### src/rtl/datagen_pkg.sv
// Shared types and constants for the stimulus data generator sequencer.
package datagen_pkg;

  localparam int LEN_W_DEF  = 16;
  localparam int FIFO_DEPTH = 2;

  localparam logic MODE_SEQ  = 1'b0;
  localparam logic MODE_LFSR = 1'b1;

  typedef enum logic [1:0] {
    IDLE  = 2'd0,
    RUN   = 2'd1,
    DRAIN = 2'd2,
    DONE  = 2'd3
  } state_e;

endpackage

### src/rtl/datagen_seq_fifo.sv
// Two-entry output FIFO with flush. Entry 0 is always the head, so head data
// comes straight from a register.
module datagen_seq_fifo
  import datagen_pkg::*;
#(
  parameter int DATA_W = 8
) (
  input  logic              clk,
  input  logic              reset_n,
  input  logic              flush_i,
  input  logic              push_i,
  input  logic              pop_i,
  input  logic [DATA_W-1:0] din_i,
  output logic [DATA_W-1:0] head_o,
  output logic [1:0]        count_o,
  output logic [1:0]        count_nxt_o,
  output logic              valid_o
);

  logic [DATA_W-1:0] e0_q, e0_d, e1_q, e1_d;
  logic [1:0]        cnt_q, cnt_d;
  logic              vld_q;

  always_comb begin
    e0_d  = e0_q;
    e1_d  = e1_q;
    cnt_d = cnt_q;
    if (flush_i) begin
      cnt_d = 2'd0;
    end else begin
      case ({push_i, pop_i})
        2'b10: begin
          if (cnt_q == 2'd0) e0_d = din_i;
          else               e1_d = din_i;
          cnt_d = cnt_q + 2'd1;
        end
        2'b01: begin
          e0_d  = e1_q;
          cnt_d = cnt_q - 2'd1;
        end
        2'b11: begin
          // Simultaneous push and pop keeps the count; the new byte lands
          // behind whatever remains.
          if (cnt_q == 2'd1) begin
            e0_d = din_i;
          end else begin
            e0_d = e1_q;
            e1_d = din_i;
          end
        end
        default: ;
      endcase
    end
  end

  always_ff @(posedge clk or negedge reset_n) begin
    if (!reset_n) begin
      e0_q  <= '0;
      e1_q  <= '0;
      cnt_q <= 2'd0;
      vld_q <= 1'b0;
    end else begin
      e0_q  <= e0_d;
      e1_q  <= e1_d;
      cnt_q <= cnt_d;
      vld_q <= (cnt_d != 2'd0);
    end
  end

  assign head_o      = e0_q;
  assign count_o     = cnt_q;
  assign count_nxt_o = cnt_d;
  assign valid_o     = vld_q;

endmodule

### src/rtl/datagen_seq.sv
// Burst sequencer: programs generator mode and meters gen_en so exactly N bytes
// reach the downstream stream. Optional inter-issue gap: DATAGEN_SEQ_GAP_EN.
module datagen_seq
  import datagen_pkg::*;
#(
  parameter int LEN_W = LEN_W_DEF
) (
  input  logic             clk,
  input  logic             reset_n,
`ifdef DATAGEN_SEQ_GAP_EN
  input  logic [7:0]       cfg_gap,
`endif
  input  logic             cfg_start,
  input  logic             cfg_mode,
  input  logic [LEN_W-1:0] cfg_len,
  input  logic             cfg_abort,
  output logic             gen_mode,
  output logic             gen_en,
  input  logic [7:0]       gen_data,
  output logic             m_valid,
  input  logic             m_ready,
  output logic [7:0]       m_data,
  output logic             m_last,
  output logic             busy,
  output logic             done,
  output logic [LEN_W-1:0] beat_cnt
);

  state_e           state_q, state_d;
  logic             mode_q, mode_d;
  logic [LEN_W-1:0] len_q, len_d;
  logic [LEN_W-1:0] issued_q, issued_d;
  logic [LEN_W-1:0] beat_q, beat_d;
  logic             infl_q, infl_d;
  logic             busy_q, busy_d;
  logic             done_q, done_d;
  logic             last_q, last_d;

  logic             fifo_vld, pop, push, gap_ok;
  logic [1:0]       fifo_cnt, fifo_cnt_nxt;
  logic [7:0]       fifo_head;
  logic [2:0]       occ_eff;
  logic [LEN_W:0]   beat_inc;

  assign pop  = fifo_vld & m_ready;
  assign push = infl_q & ~cfg_abort;

  datagen_seq_fifo #(.DATA_W(8)) u_fifo (
    .clk        (clk),
    .reset_n    (reset_n),
    .flush_i    (cfg_abort),
    .push_i     (push),
    .pop_i      (pop),
    .din_i      (gen_data),
    .head_o     (fifo_head),
    .count_o    (fifo_cnt),
    .count_nxt_o(fifo_cnt_nxt),
    .valid_o    (fifo_vld)
  );

`ifdef DATAGEN_SEQ_GAP_EN
  logic [7:0] gap_len_q, gap_len_d, gap_cnt_q, gap_cnt_d;

  assign gap_ok = (gap_cnt_q == 8'd0);

  always_comb begin
    gap_len_d = gap_len_q;
    gap_cnt_d = gap_cnt_q;
    if (gap_cnt_q != 8'd0) gap_cnt_d = gap_cnt_q - 8'd1;
    if (gen_en)            gap_cnt_d = gap_len_q;
    if (cfg_abort) begin
      gap_cnt_d = 8'd0;
    end else if (state_q == IDLE && cfg_start) begin
      gap_len_d = cfg_gap;
      gap_cnt_d = 8'd0;
    end
  end

  always_ff @(posedge clk or negedge reset_n) begin
    if (!reset_n) begin
      gap_len_q <= 8'd0;
      gap_cnt_q <= 8'd0;
    end else begin
      gap_len_q <= gap_len_d;
      gap_cnt_q <= gap_cnt_d;
    end
  end
`else
  assign gap_ok = 1'b1;
`endif

  always_comb begin
    // Bytes already committed (buffered or in flight) after this cycle's pop.
    occ_eff = {1'b0, fifo_cnt} + {2'b00, infl_q} - {2'b00, pop};
    gen_en  = (state_q == RUN) && (issued_q < len_q) &&
              (occ_eff < 3'(FIFO_DEPTH)) && !cfg_abort && gap_ok;

    state_d  = state_q;
    mode_d   = mode_q;
    len_d    = len_q;
    issued_d = gen_en ? issued_q + 1'b1 : issued_q;
    beat_d   = (pop && beat_q < len_q) ? beat_q + 1'b1 : beat_q;
    infl_d   = gen_en;
    done_d   = 1'b0;

    case (state_q)
      IDLE: begin
        if (cfg_start) begin
          if (cfg_len != '0) begin
            state_d  = RUN;
            mode_d   = cfg_mode;
            len_d    = cfg_len;
            issued_d = '0;
            beat_d   = '0;
          end else begin
            done_d = 1'b1;
          end
        end
      end
      RUN: begin
        if (issued_d == len_q) state_d = DRAIN;
      end
      DRAIN: begin
        if (fifo_cnt == 2'd0 && !infl_q && beat_q == len_q) begin
          state_d = DONE;
          done_d  = 1'b1;
        end
      end
      DONE: begin
        state_d = IDLE;
      end
    endcase

    if (cfg_abort) begin
      state_d  = IDLE;
      mode_d   = mode_q;
      len_d    = len_q;
      issued_d = issued_q;
      beat_d   = beat_q;
      infl_d   = 1'b0;
      done_d   = 1'b0;
    end

    busy_d   = (state_d != IDLE);
    beat_inc = {1'b0, beat_d} + {{LEN_W{1'b0}}, 1'b1};
    last_d   = (fifo_cnt_nxt != 2'd0) && (beat_inc == {1'b0, len_d});
  end

  always_ff @(posedge clk or negedge reset_n) begin
    if (!reset_n) begin
      state_q  <= IDLE;
      mode_q   <= MODE_SEQ;
      len_q    <= '0;
      issued_q <= '0;
      beat_q   <= '0;
      infl_q   <= 1'b0;
      busy_q   <= 1'b0;
      done_q   <= 1'b0;
      last_q   <= 1'b0;
    end else begin
      state_q  <= state_d;
      mode_q   <= mode_d;
      len_q    <= len_d;
      issued_q <= issued_d;
      beat_q   <= beat_d;
      infl_q   <= infl_d;
      busy_q   <= busy_d;
      done_q   <= done_d;
      last_q   <= last_d;
    end
  end

  assign gen_mode = mode_q;
  assign m_valid  = fifo_vld;
  assign m_data   = fifo_head;
  assign m_last   = last_q;
  assign busy     = busy_q;
  assign done     = done_q;
  assign beat_cnt = beat_q;

endmodule

### config.mk
export PLATFORM = sky130hd
export DESIGN_NAME = datagen_seq
export DESIGN_NICKNAME = d
export VERILOG_FILES = /design/src/rtl/datagen_pkg.sv /design/src/rtl/datagen_seq_fifo.sv /design/src/rtl/datagen_seq.sv
export SDC_FILE = /design/constraint.sdc
export NUM_CORES = 1
export LEC_CHECK = 0
export ABC_AREA = 0
export BUFFER_PORTS_ARGS = -buffer_cell sky130_fd_sc_hd__buf_2
export CORE_ASPECT_RATIO = 1.1
export CORE_MARGIN = 2
export CORE_UTILIZATION = 44
export DETAILED_ROUTE_END_ITERATION = 16
export GPL_TIMING_DRIVEN = 0
export PLACE_DENSITY_LB_ADDON = 0.08
export SYNTH_ARGS = -nofsm -noshare
export SYNTH_HDL_FRONTEND = slang
export SYNTH_SLANG_ARGS = --single-unit
### constraint.sdc
create_clock -name clk -period 3.8 [get_ports clk]
set_input_delay 0.38 -clock clk [delete_from_list [all_inputs] [get_ports clk]]
set_output_delay 0.38 -clock clk [all_outputs]
set_load 0.03 [all_outputs]
==> results of run 1 <==
[synth_stat cells (4+ instances only)]
master,count
dfrtp_1,74
nand2_1,55
nor2_1,51
a21oi_1,42
o21ai_0,41
ha_1,40
xnor2_1,38
inv_1,30
nand3_1,24
nand4_1,20
xor2_1,17
clkbuf_1,16
nor3_1,16
nor4_1,16
mux2i_1,15
mux2_2,13
and3_1,11
nand2b_1,11
a22oi_1,9
a21o_1,7
and2_1,7
a31oi_1,6
o21a_1,4
[cells by family after synthesis]
logic type,Yosys count,synth area share
flops,74,0.333
mux,29,0.0573
fa+ha+maj,41,0.0935
compound gates,140,0.161
simple gates,238,0.226
xor+xnor,56,0.0895
buf+inv,54,0.0400
[flip-flops by register name, indices dropped and copies added (netlist names), 2 cells and up]
signal and cells:
beat_cnt 16, issued_q 16, len_q 16, u_fifo.e1_q 8
u_fifo.head_o 8, state_q 2, u_fifo.count_o 2
[power groups by stage]
stage	Clock (mW)	Combinational, mW	Sequential (mW)
2_1_floorplan	0	0.357	0.986
5_1_grt	0.958	0.710	0.950
3_3_place_gp	0	0.566	0.947
6_report	0.914	0.651	0.939
4_1_cts	0.929	0.621	0.938
3_5_place_dp	0	0.585	0.951
[worst max-delay path by stage]
| stage | startpoint | end | slack (ns) | cells past startpoint |
|---|---|---|---|---|
| floorplan | u_fifo.valid_o$_DFF_PN0_ | state_q[0]$_DFF_PN0_ | 0.02 | 16 |
| global placement | cfg_len[8] | m_last$_DFF_PN0_ | -0.93 | 17 |
| detailed placement | cfg_len[8] | m_last$_DFF_PN0_ | -0.97 | 17 |
| CTS | len_q[7]$_DFF_PN0_ | m_last$_DFF_PN0_ | -0.24 | 14 |
| global route | len_q[7]$_DFF_PN0_ | m_last$_DFF_PN0_ | -0.40 | 13 |
| finish | len_q[1]$_DFF_PN0_ | m_last$_DFF_PN0_ | -0.21 | 14 |
[layer usage]
layer  GRT usage  vias to the layer above
met5           0                        -
met4       0.103                        0
met3      0.0343                       30
met2       0.458                      164
met1       0.346                     2579
li1            -                     2482
[worst max-delay path: cells and delay by family (launching register included)]
kind / cells / cell delay, ns
AND/OR/NAND/NOR: 5 / 1.48
flip-flops: 1 / 0.42
AO/OA/AOI/OAI: 4 / 0.85
adder cells (fa/ha/maj): 1 / 0.30
buffers and inverters: 2 / 0.28
XOR/XNOR: 2 / 0.56
[repair_timing]
action,in CTS,in global routing
hold buffers,1,0
pin swaps,8,18
endpoints found under the setup margin,7,4
setup buffers,11,10
endpoints found under the hold margin,15,0
resized for setup,48,34
[layout make-up]
cell class / count / area share
Buffer: 22 / 0.0193
Clock buffer: 9 / 0.0319
Clock inverter: 7 / 0.0119
Inverter: 31 / 0.0168
Multi-Input combinational cell: 504 / 0.558
Sequential cell: 74 / 0.264
Tap cell: 157 / 0.0278
Timing Repair Buffer: 82 / 0.0697
[metrics by stage]
step / setup TNS, ns / hold slack (ns) / total power [mW]
final: -0.210 / 0.224 / 2.50
after detailed placement: -2.55 / 0.362 / 1.54
after global placement: -2.28 / 0.464 / 1.51
after global routing: -0.443 / 0.231 / 2.62
after floorplan: 0 / 0.0844 / 1.34
after CTS: -0.236 / 0.216 / 2.49
==> run metrics, run 1 <==
largest net degree at the start of global routing 44; yosys warns 0; gr ovfl total 0; number of global-route vias before repair 5180; Final Instance Count excl. Fillers roughly 890; CTS buffer count 9; # rows 43; failing checks setup timing; Lkg Pwr 3.01 nW; Gate Count Post-Synth 632; maximum root-to-sink buffer count 2; Hold Path Origin cfg_mode; worst hold path depth 3; worst slew pin tran 1.44 ns; Final WS setup -0.210 ns; Power Dens Cells 354 mW/mm^2; WP data arrival 4.25 ns; internal power 1.65 mW; Remaining DRCs 0; clk sink count 74; met3 WL post-DR 773 microns; WP data required 4.04 ns; setup slack, reg-to-reg -0.21 ns; CTS tree yes; Max-Cap Viols 0; Inst Count DP between 800 and 900; Port Buffer Count approximately 60; H-tree Lvls 3; Comb pwr share 0.260; I/O pins 60; final net count 795; DRT Wirelength between 15000 and 20000 microns; crit end category register; antenna viol nets, final 0; sequential power share 0.375; Max Fclk 249 MHz; global-route wire length before repair 28000 microns; Core ar. 0.0125 sq mm; Syn Area/Cell ~8.8 sq um; # diodes 0; asr flop ratio synth 1.00; number of synthesized flops with an enable pin 0; run status complete, but fails checks; commonest cells after routing, fill and taps aside 61 x dfrtp_1, 58 x buf_2, 54 x nand2_1, 50 x nor2_1, 40 x a21oi_1; initial antenna violation count 0; uppermost layer routed met4; ys flop type dfrtp_1; Placer Congestion 0.955; Yosys top cell area share 0.333; post-synth top area cell dfrtp_1; # fillers 1151; Max VDD drop between 0.2 and 0.3 mV; die area 0.0136 sq mm; cell breakdown of the critical path inv_1 > ha_1 > nor2b_1 > o211ai_2 > a21boi_4 > buf_4 > nor4_2 > xor2_2 > nand2_1 > or4_4 > xnor2_1 > a2111oi_4 > nand4_1 > a2111oi_4; ranking of synthesized cells by area dfrtp_1 33%, ha_1 9.0%, xnor2_1 6.0%; met2 routed WL 8690 microns; RSZ-0062 raised after global routing yes; total vias in the final route 5255; Final setup viols 1; commonest non-fill, non-tap cell in the layout dfrtp_1; Root Driver clkbuf_16; register area 0.00187 sq mm; min-delay worst type in2reg; Rel. slew slack 0.0417; Setup CP Type reg2reg; number of library cell types mapped by synthesis 70; multi-input logic area 0.00395 sq mm; Die Height roughly 120 microns; Slowest cell on crit path or4_4; P_sw 0.858 mW; Worst R2R End m_last$_DFF_PN0_; post-layout minimum cycle time 4.01 ns; all-layer global routing usage 0.267; synthesized area 0.00557 sq mm; WL/cell about 20 microns; register area share after synthesis 0.333; worst reg2reg path depth 14; clock network fraction of total power 0.365; synthesized flop and latch total 74; switching share of total power 0.343; crit-path max cell delay 0.61 ns; max-slew violations 0; Hold Vio Cnt, Final 0; post-synth net total between 700 and 800; Critical Path Most Common Cell a2111oi_4; Die Wd 111 microns; critical path launch point type register; 1st-pass router iterations 5; initial DRC count 317; Worst R2R Start len_q[1]$_DFF_PN0_; detailed placement HPWL 13300 microns; Finished Cell Area 0.00707 sq mm; synthesis-to-finish area growth 27.0%; Via density 5.93; clk_lat worst skew 0.35 ns; Initial Util 0.446; placed instance area around 0.0062 sq mm; Post-Place Setup Slack -0.971 ns; share of layout cells above drive strength 1 0.289; clock skew 0.00871 ns; final critical-path share of the clock period 1.06; met1 wire length 7750 microns; crit path max fanout 7; Clock transition at path regs 0.07 ns; worst hold endpoint gen_mode$_DFFE_PN0P_; post-layout util 0.566
Note: power is estimated with default switching activity, not from simulation.
==> inputs of run 2 (changes only) <==
==> constraint.sdc (replaced) <==
create_clock -name clk -period 3.8 [get_ports clk]
set_input_delay 0.76 -clock clk [delete_from_list [all_inputs] [get_ports clk]]
set_output_delay 0.76 -clock clk [all_outputs]
set_load 0.03 [all_outputs]
==> run metrics, run 2 (same netlist as run 1, synthesis figures left out) <==
Final Instance Count excl. Fillers 912 (+2.9%); worst reg2reg path depth 15 (+1); share of layout cells above drive strength 1 0.327 (+0.0377); hold buffers post-CTS 0 (-1); # diodes 0 (unchanged); synthesis-to-finish area growth 33.0%; RSZ-0062 raised after global routing yes; clk sink count 74 (unchanged); gr ovfl total 0 (unchanged); post-layout minimum cycle time 4.01 ns (-0.00193 ns); commonest cells after routing, fill and taps aside 62 x dfrtp_1, 56 x buf_2, 53 x nand2_1, 51 x buf_4, 48 x nor2_1; commonest non-fill, non-tap cell in the layout dfrtp_1; Clock transition at path regs 0.06 ns (about the same); Max VDD drop 0.293 mV (+8.1%); Via density 5.88 (-0.95%); Final setup viols 1 (unchanged); clock skew 0.00891 ns (+0.000198 ns); all-layer global routing usage 0.266 (-0.000398); Lkg Pwr 3.14 nW (+4.2%); placed instance area 0.00628 sq mm (+1.3%); Die Height 122 microns (unchanged); CTS buffer count 9 (unchanged); 1st-pass router iterations 6 (+1); # rows 43 (unchanged); Root Driver clkbuf_16; I/O pins 60 (unchanged); die area 0.0136 sq mm (unchanged); final critical-path share of the clock period 1.05 (about the same); setup slack, reg-to-reg -0.21 ns (about the same); Worst R2R Start len_q[15]$_DFF_PN0_; Post-Place Setup Slack -1.05 ns (-0.0744 ns); H-tree Lvls 3 (unchanged); Inst Count DP 849 (unchanged); detailed placement HPWL 13700 microns (+2.5%); min-delay worst type in2async; total vias in the final route 5358 (+2.0%); Core ar. 0.0125 sq mm (unchanged); Initial Util 0.446 (unchanged); Power Dens Cells 338 mW/mm^2 (-4.6%); final net count 821 (+3.3%); DRT Wirelength 18100 microns (+2.2%); Max Fclk 249 MHz (about the same); Port Buffer Count 59 (unchanged); Placer Congestion 0.968 (+1.4%); WL/cell 19.9 microns (-0.69%); maximum root-to-sink buffer count 2 (unchanged); critical path launch point type register; Worst R2R End m_last$_DFF_PN0_; crit end category register; Finished Cell Area 0.00740 sq mm (+4.7%); WP data arrival 4.24 ns (about the same); initial antenna violation count 0 (unchanged); WP data required 4.04 ns (about the same); Remaining DRCs 0 (unchanged); number of global-route vias before repair 5202 (+0.42%); failing checks setup timing; Rel. slew slack 0.0857 (+0.0439); CTS tree yes; antenna viol nets, final 0 (unchanged); Max-Cap Viols 0 (unchanged); Hold Vio Cnt, Final 0 (unchanged); Final WS setup -0.208 ns (+0.00193 ns); max-slew violations 0 (unchanged); # fillers 1136 (-1.3%); Setup CP Type reg2reg; run status complete, but fails checks; largest net degree at the start of global routing 50 (+14%); Final Power 2.50 mW (-0.14%); crit path max fanout 4 (-3); clk_lat worst skew 0.35 ns (about the same); initial DRC count 380 (+20%); worst slew pin tran 1.37 ns (-0.0659 ns); global-route wire length before repair 27700 microns (-1.0%); Die Wd 111 microns (unchanged)
==> run 2: changes by cell type in the layout (fill, tap and decap cells not counted), sizes merged <==
cell / change
buf: +27
clkinv: +3
dlygate4sd3: -1
clkbuf: +1
inv: -4
==> run 2: layout make-up <==
cell class	instances	area, sq um	share of cell area
Multi-Input combinational cell	504	4050	0.547
Sequential cell	74	1870	0.252
Timing Repair Buffer	110	717	0.0968
Clock buffer	10	229	0.0309
Tap cell	157	196	0.0265
Buffer	20	154	0.0208
Inverter	31	124	0.0167
Clock inverter	6	65.1	0.00879
==> run 2: critical path: stages, from the launching register on <==
cell and delay (ns):
dfrtp_1 0.37, inv_2 0.08, ha_4 0.28, nand4_4 0.15
nor4_4 0.33, a21boi_4 0.32, nor3_4 0.10, mux2i_2 0.24
nor2_4 0.06, ha_4 0.26, xor2_1 0.16, a311o_1 0.28
or4_4 0.49, a2111oi_4 0.27, nand4_1 0.23, a2111oi_4 0.26
==> run 2: worst max path at each step <==
stage,startpoint,end,depth (start not counted)
floorplan,cfg_len[14],m_last$_DFF_PN0_,16
global placement,len_q[7]$_DFF_PN0_,m_last$_DFF_PN0_,14
detailed placement,len_q[14]$_DFF_PN0_,m_last$_DFF_PN0_,14
CTS,len_q[9]$_DFF_PN0_,m_last$_DFF_PN0_,15
global route,len_q[15]$_DFF_PN0_,m_last$_DFF_PN0_,15
finish,len_q[15]$_DFF_PN0_,m_last$_DFF_PN0_,15
==> run 2: what timing repair did <==
action                     CTS  global route
pin swaps                   16            15
resized for setup           67            28
buffers inserted            34            16
setup endpoints to repair    4             4
==> run 2: stage by stage <==
step / TNS, ns / utilization / hold WS, ns
after floorplan: -0.132 / - / 0.464
after detailed placement: -3.51 / 0.504 / 0.465
final: -0.208 / 0.593 / 0.327
after global routing: -0.514 / 0.593 / 0.355
after CTS: -0.244 / 0.573 / 0.333
after global placement: -3.62 / 0.501 / 0.457
==> run 2: metal layers <==
layer,share of wire,GRT usage,up-vias
met3,0.039,0.0388,57
met1,0.43,0.329,2584
met5,0,0,-
met2,0.49,0.456,172
met4,0.049,0.137,0
li1,-,-,2545
==> run 2: where the power goes <==
group          switching, mW  total (mW)  internal [mW]
clock network          0.357       0.867          0.510
logic                  0.415       0.700          0.285
registers             0.0614       0.934          0.872
total                  0.834        2.50           1.67
==> inputs of run 3 (changes only) <==
==> constraint.sdc (replaced) <==
create_clock -name clk -period 3.8 [get_ports clk]
set_input_delay 0 -clock clk [delete_from_list [all_inputs] [get_ports clk]]
set_output_delay 0 -clock clk [all_outputs]
set_load 0.03 [all_outputs]
==> run metrics, run 3 (same netlist as run 1, synthesis figures left out) <==
post-layout util 0.603 (+0.0100); CTS tree yes; Max VDD drop 0.251 mV (-14%); antenna viol nets, final 0 (unchanged); CP startpoint cfg_len[8]; die area 0.0136 sq mm (unchanged); max-slew violations 0 (unchanged); maximum root-to-sink buffer count 2 (unchanged); gr ovfl total 0 (unchanged); final hold slack 0.0286 ns (-0.298 ns); initial antenna violation count 0 (unchanged); commonest non-fill, non-tap cell in the layout buf_4; failing checks setup timing; Power Dens Cells 341 mW/mm^2 (+1.0%); Root Driver clkbuf_16; Max Fclk 253 MHz (+1.2%); clk_lat worst skew 0.35 ns (about the same); Lkg Pwr 3.28 nW (+4.4%); min-delay worst type in2reg; cell breakdown of the critical path buf_2 > nor4_1 > a41oi_2 > and2_1 > buf_4 > buf_6 > clkbuf_8 > buf_6 > buf_8 > nor2_1 > ha_1 > xor2_1 > a311o_1 > or4_4 > a2111oi_4 > nand4_1 > a2111oi_4; post-layout minimum cycle time 3.96 ns (-0.0484 ns); WP data required 4.04 ns (about the same); I/O pins 60 (unchanged); clock network fraction of total power 0.356 (+0.009); global-route wire length before repair 28600 microns (+3.2%); placed instance area 0.00618 sq mm (-1.7%); crit-path max cell delay 0.79 ns (+0.30 ns); worst reg2reg path depth 14 (-1); Die Wd 111 microns (unchanged); worst slew pin tran 0.912 ns (-0.459 ns); crit end category register; # diodes 0 (unchanged); setup slack, reg-to-reg -0.15 ns (+0.06 ns); sequential power share 0.365 (-0.008); detailed placement HPWL 13200 microns (-3.5%); Final Instance Count excl. Fillers 945 (+3.6%); Remaining DRCs 0 (unchanged); final net count 854 (+4.0%); Inst Count DP 849 (unchanged); all-layer global routing usage 0.270 (+0.00380); Die Height 122 microns (unchanged); Slowest cell on crit path nor4_1; WP data arrival 4.20 ns (-0.04 ns); clk sink count 74 (unchanged); Final Power 2.57 mW (+2.8%); 1st-pass router iterations 5 (-1); Port Buffer Count 59 (unchanged); share of layout cells above drive strength 1 0.316 (-0.0112); Critical path destination m_last$_DFF_PN0_; H-tree Lvls 3 (unchanged); commonest cells after routing, fill and taps aside 62 x buf_4, 60 x buf_2, 60 x dfrtp_1, 53 x nand2_1, 50 x nor2_1; CTS buffer count 9 (unchanged); P_sw 0.872 mW (+4.7%); Worst R2R Start len_q[13]$_DFF_PN0_; Final TNS setup -0.160 ns (+0.0484 ns); Core ar. 0.0125 sq mm (unchanged); Max-Cap Viols 0 (unchanged); Final setup viols 1 (unchanged); Final WS setup -0.160 ns (+0.0484 ns); # rows 43 (unchanged); Clock transition at path regs 0.07 ns (about the same); clock skew 0.00578 ns (-0.00313 ns); WL/cell 19.4 microns (-2.2%); synthesis-to-finish area growth 35.3%; Top Usage Layer GRT met2; Via density 5.79 (-1.5%); initial DRC count 439 (+16%); internal power 1.70 mW (+1.8%); final critical-path share of the clock period 1.04 (-0.0127); Post-Place Setup Slack -0.925 ns (+0.121 ns); Rel. slew slack 0.386 (+0.300); Setup CP Type in2reg; DRT Wirelength 18400 microns (+1.3%); met3 global-route usage 0.0378 (-0.000995); Finished Cell Area 0.00753 sq mm (+1.7%); Comb pwr share 0.280 (about the same); number of global-route vias before repair 5187 (-0.29%); Placer Congestion 0.950 (-1.8%); crit path max fanout 10 (+6); total vias in the final route 5469 (+2.1%); largest net degree at the start of global routing 55 (+10%); switching share of total power 0.340 (+0.00620); Worst R2R End m_last$_DFF_PN0_; RSZ-0062 raised after global routing yes; GR Util met2 0.465 (+0.00877); Initial Util 0.446 (unchanged); met1 usage 0.356 (+0.0268); critical path launch point type input pin; Hold Vio Cnt, Final 0 (unchanged); run status complete, but fails checks
==> run 3: power groups by stage <==
stage | combinational, mW | clock [mW] | sequential, mW
floorplan | 0.357 | 0 | 0.986
global placement | 0.562 | 0 | 0.947
detailed placement | 0.580 | 0 | 0.950
CTS | 0.653 | 0.925 | 0.935
global route | 0.779 | 0.956 | 0.945
finish | 0.718 | 0.914 | 0.937
==> run 3: worst min-delay path by stage <==
| stage | startpoint | to | slack (ns) | cells past startpoint |
|---|---|---|---|---|
| floorplan | reset_n | beat_cnt[0]$_DFF_PN0_ | -0.30 | 0 |
| global placement | cfg_mode | gen_mode$_DFFE_PN0P_ | 0.20 | 3 |
| detailed placement | reset_n | issued_q[7]$_DFFE_PN0N_ | -0.07 | 1 |
| CTS | cfg_len[6] | len_q[6]$_DFF_PN0_ | 0.01 | 3 |
| global route | cfg_len[4] | len_q[4]$_DFF_PN0_ | 0.04 | 3 |
| finish | cfg_len[4] | len_q[4]$_DFF_PN0_ | 0.03 | 3 |
==> run 3: layout make-up <==
| class | instances | area (sq um) |
|---|---|---|
| fill | 1087 | 4950 |
| multi-input combinational | 504 | 3910 |
| sequential | 74 | 1870 |
| timing repair buffer | 141 | 983 |
| clock buffer | 9 | 225 |
| tap | 157 | 196 |
| buffer | 22 | 136 |
| inverter | 31 | 124 |
| clock inverter | 7 | 86.3 |
==> run 3: routing by layer <==
metal,up-vias,routed length [microns],share of wire
li1,2608,-,-
met1,2683,7950,0.43
met2,145,9240,0.50
met3,33,721,0.039
met4,0,446,0.024
met5,-,0,0
==> run 3: timing repair <==
action / 4_1_cts / 5_1_grt
pin swaps: 14 / 23
setup endpoints to repair: 5 / 3
cloned: 0 / 0
gates resized for setup: 51 / 29
hold buffers: 21 / 0
buffers inserted: 28 / 31
hold endpoints to repair: 98 / 0
==> run 3: worst max-delay path, delay by kind of cell <==
kind	cells	cell delay (ns)
buffers and inverters	6	0.91
AO/OA/AOI/OAI	4	0.94
AND/OR/NAND/NOR	5	1.88
XOR/XNOR	1	0.18
adder cells (fa/ha/maj)	1	0.28
